File: src/rtl/branch_resolver.sv
// branch_resolver: resolves BEQ/BNE outcomes in execute, checks them against the
// fetch-time prediction and, on a mispredict, issues a registered PC redirect plus a
// FLUSH_CYC-cycle pipeline flush. A 2-bit saturating BHT supplies fetch predictions.
//
// Ports:
//   CLK, RST_N                    clock, asynchronous active-low reset
//   F_VALID, F_PC, PRED_TAKEN     fetch lookup (PRED_TAKEN is combinational)
//   EX_VALID, EX_BR, EX_FUNCT3,   execute-stage branch: type, PC, PC+imm target,
//   EX_PC, EX_TARGET, EX_PRED     and the prediction it was fetched with
//   BrRes                         comparator result, 1 = operands differ
//   EX_READY                      resolver idle and able to accept a branch
//   REDIRECT, REDIRECT_PC         one-cycle redirect pulse and corrected fetch address
//   FLUSH                         squash wrong-path instructions
//   MISPRED_CNT                   saturating mispredict counter
module branch_resolver #(
    parameter int IDX_W     = 4,
    parameter int FLUSH_CYC = 2
) (
    input  logic        CLK,
    input  logic        RST_N,
    input  logic        F_VALID,
    input  logic [31:0] F_PC,
    output logic        PRED_TAKEN,
    input  logic        EX_VALID,
    input  logic        EX_BR,
    input  logic [2:0]  EX_FUNCT3,
    input  logic [31:0] EX_PC,
    input  logic [31:0] EX_TARGET,
    input  logic        EX_PRED,
    input  logic        BrRes,
    output logic        EX_READY,
    output logic        REDIRECT,
    output logic [31:0] REDIRECT_PC,
    output logic        FLUSH,
    output logic [15:0] MISPRED_CNT
);

    localparam int         ENTRIES    = 1 << IDX_W;
    localparam logic [3:0] FLUSH_LOAD = 4'(FLUSH_CYC);

    localparam logic [0:0] ST_IDLE     = 1'b0;
    localparam logic [0:0] ST_FLUSHING = 1'b1;

    logic [0:0]       state_q, state_d;
    logic [3:0]       cnt_q, cnt_d;
    logic [1:0]       bht_q [ENTRIES];
    logic             redirect_q;
    logic [31:0]      redirect_pc_q;
    logic [15:0]      mispred_cnt_q, mispred_cnt_d;

    logic             is_beq, is_bne, accept, taken, mispred;
    logic [IDX_W-1:0] ex_idx, f_idx;
    logic [1:0]       bht_cur, bht_next;
    logic [31:0]      correct_pc;

    // Only the index bits of the fetch PC are needed for the lookup.
    logic unused_fpc;
    assign unused_fpc = ^{F_PC[31:IDX_W+2], F_PC[1:0]};

    assign is_beq  = (EX_FUNCT3 == 3'b000);
    assign is_bne  = (EX_FUNCT3 == 3'b001);
    assign accept  = EX_VALID & EX_BR & EX_READY & (is_beq | is_bne);
    assign taken   = is_bne ? BrRes : ~BrRes;
    assign mispred = accept & (taken != EX_PRED);

    assign ex_idx  = EX_PC[IDX_W+1:2];
    assign f_idx   = F_PC[IDX_W+1:2];
    assign bht_cur = bht_q[ex_idx];

    always_comb begin
        bht_next = bht_cur;
        if (taken) begin
            if (bht_cur != 2'b11) bht_next = bht_cur + 2'b01;
        end else begin
            if (bht_cur != 2'b00) bht_next = bht_cur - 2'b01;
        end
    end

    // PC+4 wraps naturally in 32 bits.
    assign correct_pc = taken ? EX_TARGET : (EX_PC + 32'd4);

    always_comb begin
        state_d = state_q;
        cnt_d   = cnt_q;
        if (state_q == ST_IDLE) begin
            if (mispred) begin
                state_d = ST_FLUSHING;
                cnt_d   = FLUSH_LOAD;
            end
        end else begin
            cnt_d = cnt_q - 4'd1;
            if (cnt_d == 4'd0) state_d = ST_IDLE;
        end
    end

    always_comb begin
        mispred_cnt_d = mispred_cnt_q;
        if (mispred && (mispred_cnt_q != 16'hFFFF)) mispred_cnt_d = mispred_cnt_q + 16'd1;
    end

    always_ff @(posedge CLK or negedge RST_N) begin
        if (!RST_N) begin
            state_q       <= ST_IDLE;
            cnt_q         <= 4'd0;
            redirect_q    <= 1'b0;
            redirect_pc_q <= 32'h0000_0000;
            mispred_cnt_q <= 16'h0000;
        end else begin
            state_q       <= state_d;
            cnt_q         <= cnt_d;
            redirect_q    <= mispred;
            mispred_cnt_q <= mispred_cnt_d;
            if (mispred) redirect_pc_q <= correct_pc;
        end
    end

    always_ff @(posedge CLK or negedge RST_N) begin
        if (!RST_N) begin
            for (int i = 0; i < ENTRIES; i++) bht_q[i] <= 2'b01;
        end else if (accept) begin
            bht_q[ex_idx] <= bht_next;
        end
    end

    // Lookup reads the registered table, so a same-cycle update is seen next cycle.
    assign PRED_TAKEN  = F_VALID & bht_q[f_idx][1];
    assign EX_READY    = (state_q == ST_IDLE);
    assign FLUSH       = (state_q == ST_FLUSHING);
    assign REDIRECT    = redirect_q;
    assign REDIRECT_PC = redirect_pc_q;
    assign MISPRED_CNT = mispred_cnt_q;

endmodule

File: config.mk
export PLATFORM = sky130hd
export DESIGN_NAME = branch_resolver
export DESIGN_NICKNAME = d
export VERILOG_FILES = /design/src/rtl/branch_resolver.sv
export SDC_FILE = /design/constraint.sdc
export NUM_CORES = 1
export LEC_CHECK = 0
export BUFFER_PORTS_ARGS = -buffer_cell sky130_fd_sc_hd__buf_4
export CAP_MARGIN = 20
export CORE_MARGIN = 8
export CORE_UTILIZATION = 46
export CTS_CLUSTER_SIZE = 20
export DETAILED_ROUTE_END_ITERATION = 6
export HOLD_SLACK_MARGIN = 0.05
export PLACE_DENSITY = 0.73
export SYNTH_ARGS = -nofsm -noshare
export SYNTH_HDL_FRONTEND = slang
export SYNTH_SLANG_ARGS = --single-unit
File: constraint.sdc
create_clock -name CLK -period 4.1 [get_ports CLK]
set_input_delay 0.41 -clock CLK [delete_from_list [all_inputs] [get_ports CLK]]
set_output_delay 0.41 -clock CLK [all_outputs]
set_load 0.02 [all_outputs]
==> impl_metrics.py <==
metrics = {
    "run_status": {
        "status": "complete, no violations",
    },
    "synth": {
        "synth_top_area_share_pct": 35.60,
        "syn_area_sq_um": 4921,
        "syn_inst": 466,
        "synthFlopType": "dfrtp_1",
        "yosys.area.top_type": "dfrtp_1",
        "synth-seq-area-share_pct": 44.14,
        "synth-edff-count": 0,
        "yosysUniqueCellTypes": 50,
        "ys_top_cells_by_area": "dfrtp_1, dfstp_2, mux2_2",
        "syn_area_per_cell_sq_um": 10.56,
        "yosys_warnings": 0,
        "ys_async_sr_fraction_pct": 100.0,
        "synth_seq_cells": 86,
        "synth_common_cells": "dfrtp_1, nand2_1, mux2_2",
        "synth_fp_nets": 579,
        "yosys.cell_count.top_type": "dfrtp_1",
    },
    "critical_path": {
        "path_cells": "buf_4 > ha_1 > nand3_2 > or4_1 > or4_1 > a311oi_1 > a21o_1",
        "cpMaxStageDelayCell": "or4_1",
        "cp.required_ns": 4.39,
        "critPathMaxFanout": 13,
        "worst-setup-path-type": "input pin to flop",
        "startpoint_type": "input pin",
        "crit_path_max_incr_delay_ns": 0.71,
        "critical_path.most_common_cell": "or4_1",
        "crit_arrival_ns": 2.78,
        "end_kind": "flop",
    },
    "final_layout": {
        "ff_latch_area_sq_um": 2172,
        "diodes": 0,
        "nets": 705,
        "multiInputGateArea_sq_um": 2634,
        "fillers": 907,
        "fin_area_sq_um": 6259,
        "synthToLayoutAreaGrowth_pct": 27.18,
        "layout-drive-gt1-share_pct": 36.85,
    },
    "pwr": {
        "leakagePower_uw": 0.002872,
        "ir_worst_vdd_v": 0.0002125,
        "power_density_nw_per_um2": 413.8,
    },
    "floorplanning": {
        "die_w_um": 119.4,
        "core-area_sq_um": 10370,
        "chipHeight_um": 119.4,
        "initial_core_util_pct": 47.45,
        "row_count": 37,
        "die_area_sq_um": 14260,
        "ios": 158,
    },
    "global_route": {
        "grt_util_met3_pct": 4.204,
        "grt_pass1_vias": 4411,
        "busiest_layer": "met2",
        "grt-ovfl-total": 0,
        "met2_usage_pct": 32.28,
        "antenna_found_initial": 0,
        "grt_max_degree": 87,
        "track_usage_pct": 19.32,
        "grt_pass1_wl_mm": 22.68,
        "grtUsageMet1_pct": 24.25,
    },
    "timing": {
        "fmax_mhz": 401.6,
        "worst_pin_slew_ns": 0.7101,
        "min_period_ns": 2.490,
        "rsz0062_at_grt": "no",
        "setup_viol": 0,
        "slew_headroom_pct": 52.56,
        "drv_slew": 0,
        "skew_ns": 0.01246,
        "tns_ns": 0,
        "period_share_pct": 60.73,
        "hold_viol": 0,
    },
    "placement": {
        "dpl.hpwl_mm": 10.38,
        "place_congestion": 0.8345,
        "place_area_sq_um": 6012,
        "io_buffers": 129,
    },
    "clock_tree": {
        "hold_buffers": 0,
        "cts_buffers": 9,
        "clk_latency_ns": 0.36,
        "cts-root-buf": "clkbuf_8",
        "cts_resized": 0,
        "cts_buffer_depth": 2,
        "cts_setup_buffers": 0,
        "htreeDepth": 3,
        "cts_sinks": 86,
        "clk_pin_slew_ns": 0.09,
        "cts_tree": "yes",
    },
    "route": {
        "drt-total-wl_mm": 13.95,
        "wl_per_cell_um": 19.03,
        "drc_errors": 0,
        "drt_iter0_markers": 405,
        "vias": 4242,
        "antenna_left": 0,
        "first_pass_iters": 5,
        "viasPerCell": 5.787,
    },
    "flow_run": {
        "maxCapViolCount": 0,
    },
    "min_path": {
        "hp-class": "input pin to flop",
    },
}
-- state kept, by name (all words and copies together) (netlist names) --
signal	count
REDIRECT_PC	32
bht_q	32
MISPRED_CNT	16
cnt_q	4
FLUSH	1
REDIRECT	1
-- through the flow --
step	utilization, %	setup slack, ns	std cells	total power [uW]	hold WS [ns]
detailed placement	57.98	1.280	715	1974	0.4725
global route	60.35	1.472	733	2736	0.3313
CTS	59.99	1.632	731	2609	0.2986
floorplan	-	1.850	466	1563	0.1144
finish	60.35	1.610	733	2590	0.3366
global placement	57.98	1.312	715	1939	0.4613
-- critical path, delay by kind of cell --
family	cells	cell delay, ns
AOI/OAI and AO/OA	2	0.40
adders and majority gates	1	0.38
buffers and inverters	1	0.23
and+or+nand+nor	3	1.36
-- worst paths after layout --
check	startpoint	endpoint	slack (ns)	cells after the start
max in group asynchronous	RST_N	bht_q[14]$_DFFE_PN1P_	2.91	3
min in group asynchronous	RST_N	REDIRECT_PC[0]$_DFFE_PN0P_	0.51	2
max reg2reg	FLUSH$_DFF_PN0_	MISPRED_CNT[13]$_DFFE_PN0P_	1.89	5
min reg2reg	REDIRECT_PC[20]$_DFFE_PN0P_	REDIRECT_PC[20]$_DFFE_PN0P_	0.48	2
min	EX_PRED	REDIRECT_PC[25]$_DFFE_PN0P_	0.34	2
max	EX_PC[3]	REDIRECT_PC[22]$_DFFE_PN0P_	1.61	7
-- metal layers --
metal  wire, um  vias to the layer above
li1           -                     1978
met1       5867                     2095
met2       6885                      150
met3       1001                       19
met4        193                        0
met5          0                        -
-- cell usage in the layout, fill, tap and decap left out, types with 4 or more instances in the layout --
master    instances
and3_1            6
a21oi_1           6
inv_1            11
o22ai_1           4
dfrtp_1          70
mux4_2           13
xor2_1            9
mux2_2           33
buf_4           132
nand3_1          26
nor2_1           19
o31ai_1           5
clkbuf_8         11
a22oi_1           7
nor3_1            8
ha_1              7
nand2_1          55
mux2i_1          13
nor4_1            9
xnor2_1          28
o21ai_0          26
dfstp_2          16
nand4_1          19
o21a_1            5
o221ai_1          6
-- area by class of cell --
type	instances	share of cell area (%)
tap	136	2.719
timing repair buffer	134	16.43
clock buffer	12	2.479
sequential	86	34.71
inverter	12	0.7197
multi-input combinational	349	42.08
clock inverter	4	0.8597
-- kinds of logic (layout without fill, tap and decap cells) --
family | count (synthesis) | count (layout) | share of synthesized area (%)
AO/OA/AOI/OAI | 74 | 74 | 9.941
XOR/XNOR | 39 | 39 | 7.221
adder cells (fa/ha/maj) | 10 | 10 | 2.390
buffers and inverters | 31 | 162 | 2.822
flip-flops | 86 | 86 | 44.14
multiplexers | 59 | 59 | 16.15
AND/OR/NAND/NOR | 167 | 167 | 17.34
-- power by group --
part | leakage (uW) | switching, uW | internal (uW) | total (uW)
Clock | 0.0000992 | 316 | 318 | 633
Combinational | 0.00170 | 459 | 364 | 823
Sequential | 0.00107 | 126 | 1010 | 1130
Total | 0.00287 | 900 | 1690 | 2590
(Power assumes the default switching activity.)
